File: config.mk
export PLATFORM = sky130hd
export DESIGN_NAME = revive_fetch_align
export DESIGN_NICKNAME = d
export VERILOG_FILES = /design/src/rtl/revive_fetch_align.sv
export SDC_FILE = /design/constraint.sdc
export NUM_CORES = 1
export LEC_CHECK = 0
export BUFFER_PORTS_ARGS = -buffer_cell sky130_fd_sc_hd__buf_2
export CAP_MARGIN = 20
export CORE_UTILIZATION = 45
export DETAILED_ROUTE_END_ITERATION = 8
export SLEW_MARGIN = 0
export SYNTH_ARGS = -nofsm -noshare
export SYNTH_HDL_FRONTEND = slang
export SYNTH_SLANG_ARGS = --single-unit
File: constraint.sdc
create_clock -name clk -period 4.1 [get_ports clk]
set_input_delay 0.615 -clock clk [delete_from_list [all_inputs] [get_ports clk]]
set_output_delay 0.615 -clock clk [all_outputs]
set_load 0.02 [all_outputs]
File: src/rtl/revive_fetch_align.sv
// revive_fetch_align: halfword-granular prefetch buffer and aligner in front of
// the RVC decompressor. It takes 32-bit fetch words and presents a 32-bit window
// (cir) that can start on any halfword. Decode returns 0, 1 or 2 consumed
// halfwords per cycle.
// Optional feature macro: REVIVE_FETCH_BYPASS_EN. When defined, an empty buffer
// forwards the incoming word straight to cir in the push cycle.
// Handshake: a word transfers on a rising edge where fetch_wvalid=1 and
// fetch_wready=1 and jump_now=0. fetch_wready comes only from the registered
// level and never from cir_use or fetch_wvalid. In a jump cycle the bus treats
// the presented word as stale.
module revive_fetch_align #(
    parameter  int DEPTH_HW = 6,
    localparam int W_LEVEL  = $clog2(DEPTH_HW + 1)
) (
    input  logic               clk,
    input  logic               rst_n,
    input  logic [31:0]        fetch_wdata,
    input  logic               fetch_wvalid,
    output logic               fetch_wready,
    input  logic               jump_now,
    input  logic               jump_target_hw,
    output logic [31:0]        cir,
    output logic [1:0]         cir_vld,
    output logic               cir_instr_vld,
    input  logic [1:0]         cir_use,
    output logic [W_LEVEL-1:0] buf_level
);
    localparam int PW = $clog2(DEPTH_HW);
    localparam logic [PW:0] DEPTH_P = (PW + 1)'(DEPTH_HW);

    logic [15:0]        buf_q [DEPTH_HW];
    logic [W_LEVEL-1:0] level_q, level_d;
    logic [PW-1:0]      rd_ptr_q, rd_ptr_d;
    logic [PW-1:0]      wr_ptr_q, wr_ptr_d;
    logic               drop_lo_q, drop_lo_d;

    logic               push;
    logic [15:0]        in_hw0, in_hw1;
    logic [1:0]         in_cnt;
    logic [1:0]         skip_cnt;
    logic [1:0]         wr_cnt;
    logic [1:0]         pop_cnt;
    logic [15:0]        st_lo, st_hi;
    logic [1:0]         st_vld;
    logic               we0, we1;
    logic [PW-1:0]      idx0, idx1;
    logic [15:0]        wd0, wd1;

    // Circular pointer increment by 0..2 with no gap at the wrap point.
    function automatic logic [PW-1:0] ptr_add(input logic [PW-1:0] p, input logic [1:0] n);
        logic [PW:0] s;
        s = {1'b0, p} + {{(PW - 1){1'b0}}, n};
        if (s >= DEPTH_P) s = s - DEPTH_P;
        return s[PW-1:0];
    endfunction

    assign fetch_wready = (level_q <= W_LEVEL'(DEPTH_HW - 2));
    assign push         = fetch_wvalid & fetch_wready & ~jump_now;
    assign buf_level    = level_q;

    // Incoming halfwords after the optional drop of the low half on a mid-word jump target.
    always_comb begin
        in_hw0 = drop_lo_q ? fetch_wdata[31:16] : fetch_wdata[15:0];
        in_hw1 = fetch_wdata[31:16];
        in_cnt = 2'd0;
        if (push) in_cnt = drop_lo_q ? 2'd1 : 2'd2;
    end

    // Window built from storage, with zero forced past the stored level.
    always_comb begin
        st_lo  = 16'h0000;
        st_hi  = 16'h0000;
        st_vld = 2'd0;
        if (level_q >= W_LEVEL'(1)) begin
            st_lo  = buf_q[rd_ptr_q];
            st_vld = 2'd1;
        end
        if (level_q >= W_LEVEL'(2)) begin
            st_hi  = buf_q[ptr_add(rd_ptr_q, 2'd1)];
            st_vld = 2'd2;
        end
    end

    // Output window and the split between consumed-from-storage and consumed-from-bus.
    always_comb begin
        cir      = {st_hi, st_lo};
        cir_vld  = st_vld;
        skip_cnt = 2'd0;
        pop_cnt  = jump_now ? 2'd0 : cir_use;
`ifdef REVIVE_FETCH_BYPASS_EN
        if (push && (level_q == '0)) begin
            cir      = {((in_cnt == 2'd2) ? in_hw1 : 16'h0000), in_hw0};
            cir_vld  = in_cnt;
            skip_cnt = cir_use;
            pop_cnt  = 2'd0;
        end
`endif
        cir_instr_vld = (cir_vld >= ((cir[1:0] == 2'b11) ? 2'd2 : 2'd1));
    end

    // Storage write ports: up to two halfwords, skipping any consumed on bypass.
    always_comb begin
        wr_cnt = in_cnt - skip_cnt;
        we0    = (wr_cnt != 2'd0);
        we1    = (wr_cnt == 2'd2);
        idx0   = wr_ptr_q;
        idx1   = ptr_add(wr_ptr_q, 2'd1);
        wd0    = (skip_cnt == 2'd0) ? in_hw0 : in_hw1;
        wd1    = in_hw1;
    end

    // Next-state for level, pointers and drop flag; a jump overrides everything.
    always_comb begin
        level_d   = level_q + W_LEVEL'(wr_cnt) - W_LEVEL'(pop_cnt);
        rd_ptr_d  = ptr_add(rd_ptr_q, pop_cnt);
        wr_ptr_d  = ptr_add(wr_ptr_q, wr_cnt);
        drop_lo_d = push ? 1'b0 : drop_lo_q;
        if (jump_now) begin
            level_d   = '0;
            rd_ptr_d  = wr_ptr_q;
            wr_ptr_d  = wr_ptr_q;
            drop_lo_d = jump_target_hw;
        end
    end

    // Control state registers.
    always_ff @(posedge clk or negedge rst_n) begin
        if (!rst_n) begin
            level_q   <= '0;
            rd_ptr_q  <= '0;
            wr_ptr_q  <= '0;
            drop_lo_q <= 1'b0;
        end else begin
            level_q   <= level_d;
            rd_ptr_q  <= rd_ptr_d;
            wr_ptr_q  <= wr_ptr_d;
            drop_lo_q <= drop_lo_d;
        end
    end

    // Halfword storage; contents are masked by level so it needs no reset.
    always_ff @(posedge clk) begin
        for (int i = 0; i < DEPTH_HW; i++) begin
            if (we0 && (idx0 == PW'(i))) buf_q[i] <= wd0;
            if (we1 && (idx1 == PW'(i))) buf_q[i] <= wd1;
        end
    end

    // Decode may never consume more halfwords than the window holds.
    a_use_le_vld: assert property (@(posedge clk) disable iff (!rst_n)
        !jump_now |-> (cir_use <= cir_vld));

endmodule
==> results.toml <==
[critical_path]
crit_type = "reg2out"
arrival_ns = 3.21
worstSetupEndpointType = "primary output"
r2r-start = "idx0[0]"
r2r_cells = 7
critPathMaxFanout = 32
startpoint_type = "flop"
cp.required_ns = 3.48
rrSetupSlack_ns = 0.87
worst_r2r_endpoint = "buf_q[0][3]"

[floorplan]
initial_utilization = 0.465
num_rows = 45
die_y_um = 128
coreArea_mm2 = 0.0154
die_area_mm2 = 0.0164
io_pins = 78
die_w_um = 128

[power]
power_w = 0.00506
switchingPower_w = 0.00210
vdd_drop_max_mv = 0.320
sw_frac_of_total = 0.416
p_leak_nw = 2.99
seqPwrFrac = 0.300
p_per_area_mw_per_mm2 = 627
p_int_w = 0.00296
power_frac_clock = 0.184
power_frac_comb = 0.516

[timing]
hold_viol = 0
fin_setup_tns_ns = 0
relSlewSlack = 0.304
finalClockSkew_ns = 0.00413
slew_viol_final = 0
setup_violations = 0
max_slew.worst_pin.slew_ns = 1.04
period_minus_slack_ns = 3.83
max_freq_ghz = 0.261
rsz0062_at_grt = "no"
fin_crit_sh = 0.933

[cts]
clock_latency_ns = 0.36
cts_max_path_buffers = 2
postCtsSetupRepairBufs = 0
root_buffer = "clkbuf_16"
htree_levels = 3
numCtsBuffers = 9
clock-sinks = 106
post_cts_resized = 0
path_clk_slew_ns = 0.07
cts_tree = "done"
postCtsHoldBufs = 0

[global_route]
met2_usage = 0.405
antenna_found_initial = 0
grt_usage = 0.245
grt_max_degree = 46
grt_pass1_vias = 5216
busiest_layer = "met2"
grt_pass1_wl_um = 29300
overflow = 0
use_met1 = 0.323
grt_use_met3 = 0.0321

[yosys]
synth_area_per_cell_um2 = 13.1
synth_ff_type = "edfxtp_1"
synth_area_mm2 = 0.00715
syn_inst = 546
syn-num-nets = 604
yosysWarningCount = 0
synth_edf_count = 96
ys_types = 54
async_flop_share = 0.0943
ys_ff_latch = 106
ys_seq_area_frac = 0.438

[detailed_routing]
drc_errors = 0
drtIter0Drc = 245
wl_um = 18900
viasPerCell = 5.99
vias = 4987
wl_per_cell_um = 22.7
first_pass_iters = 5
drtAntennaViolNets = 0

[final_layout]
area_delta_synth_final_pct = 12.9
design_area_mm2 = 0.00807
drive_gt1_frac = 0.442
antennaDiodeCount = 0
layout_commonest_cell = "mux2_2"
fin_cells = 833
layout.nets = 676
most-common-layout-cells = "mux2_2 (119), edfxtp_1 (96), buf_2 (77), mux2i_1 (48), buf_4 (27)"

[status]
outcome = "finished clean"

[place]
hpwl_um = 12200
placed_cell_area_mm2 = 0.00777
dp_cells = 818
io_buffer_count = 77
routabilityCongestion = 0.830

[run]
maxCapViolCount = 0

[worst_hold_path]
worstHoldPathType = "in2async"
-- synth_stat cells, types with 2 or more instances --
| master | n | area share |
|---|---|---|
| nor3_1 | 2 | 0.0014 |
| fa_1 | 4 | 0.011 |
| mux2i_1 | 48 | 0.067 |
| dfrtp_1 | 10 | 0.035 |
| edfxtp_1 | 96 | 0.40 |
| nor3b_1 | 2 | 0.0021 |
| ha_1 | 15 | 0.026 |
| nand2b_1 | 4 | 0.0035 |
| nor2b_1 | 4 | 0.0035 |
| mux2_4 | 9 | 0.019 |
| buf_2 | 14 | 0.0098 |
| a21o_1 | 4 | 0.0042 |
| nand4_1 | 16 | 0.014 |
| mux2_2 | 119 | 0.19 |
| nand3_1 | 3 | 0.0021 |
| clkbuf_1 | 18 | 0.0094 |
| xnor2_1 | 4 | 0.0049 |
| mux4_2 | 16 | 0.050 |
| o311ai_0 | 16 | 0.020 |
| nand2_1 | 14 | 0.0074 |
| a211oi_1 | 18 | 0.019 |
| nor2_1 | 24 | 0.013 |
| or4_1 | 18 | 0.019 |
| a21oi_1 | 8 | 0.0056 |
| o21ai_0 | 12 | 0.0084 |
| buf_1 | 3 | 0.0016 |
| inv_1 | 14 | 0.0074 |
| buf_6 | 5 | 0.0079 |
-- cell type report --
type                    count  area, um2
fillers                  1337       7300
multi-input cells         382       3720
flip-flops and latches    106       3140
repair buffers            104        588
well taps                 211        264
clock buffers              12        236
clock inverters             3       65.1
inverters                  15       56.3
-- power by group through the flow --
stage               Combinational, W  Sequential [W]  Clock, W
detailed placement           0.00260         0.00154         0
global route                 0.00281         0.00154  0.000984
global placement             0.00255         0.00153         0
CTS                          0.00262         0.00151  0.000944
floorplan                    0.00185         0.00149         0
finish                       0.00261         0.00152  0.000931
-- stage by stage --
step | hold slack [ns] | utilization | worst slack (ns)
after floorplan | 0.319 | - | 0.346
after CTS | 0.121 | 0.525 | 0.339
after detailed placement | 0.513 | 0.505 | 0.745
final | 0.121 | 0.525 | 0.275
after global placement | 0.510 | 0.505 | 0.825
after global routing | 0.131 | 0.525 | 0.241
-- flip-flops by register name (all words and copies together), names as in the netlist --
signal / cells
buf_q: 96
buf_level: 3
idx0: 3
rd_ptr_q: 3
drop_lo_q: 1
-- cells by family after synthesis --
logic type | after synthesis | share of synthesized area
simple gates | 99 | 0.0844
compound gates | 67 | 0.0669
mux | 192 | 0.324
flops | 106 | 0.438
buf+inv | 58 | 0.0431
fa+ha+maj | 19 | 0.0375
xor+xnor | 5 | 0.00613
-- critical path, cell delays in order, from the launching register on --
cell and delay, ns:
dfrtp_1 0.34, buf_4 0.19, inv_1 0.06, ha_1 0.34, nand2b_1 0.18, or2_2 0.29, a31o_2 0.47, o311ai_0 0.69
buf_2 0.28
-- routing by layer --
metal	part of all wire	routed length [um]
met3	0.048	914
met5	0	0
met1	0.44	8290
met4	0.024	451
met2	0.49	9280
-- worst max path at each step --
stage,from,endpoint,slack [ns],cells past startpoint
finish,rd_ptr_q[1],cir[30],0.27,8
global route,rd_ptr_q[1],cir[29],0.24,8
CTS,rd_ptr_q[1],cir[30],0.34,8
detailed placement,rd_ptr_q[1],cir[30],0.74,8
global placement,rd_ptr_q[1],cir[30],0.82,8
floorplan,rd_ptr_q[1],cir[27],0.35,9
No activity file was read; power rests on OpenSTA's default activity.
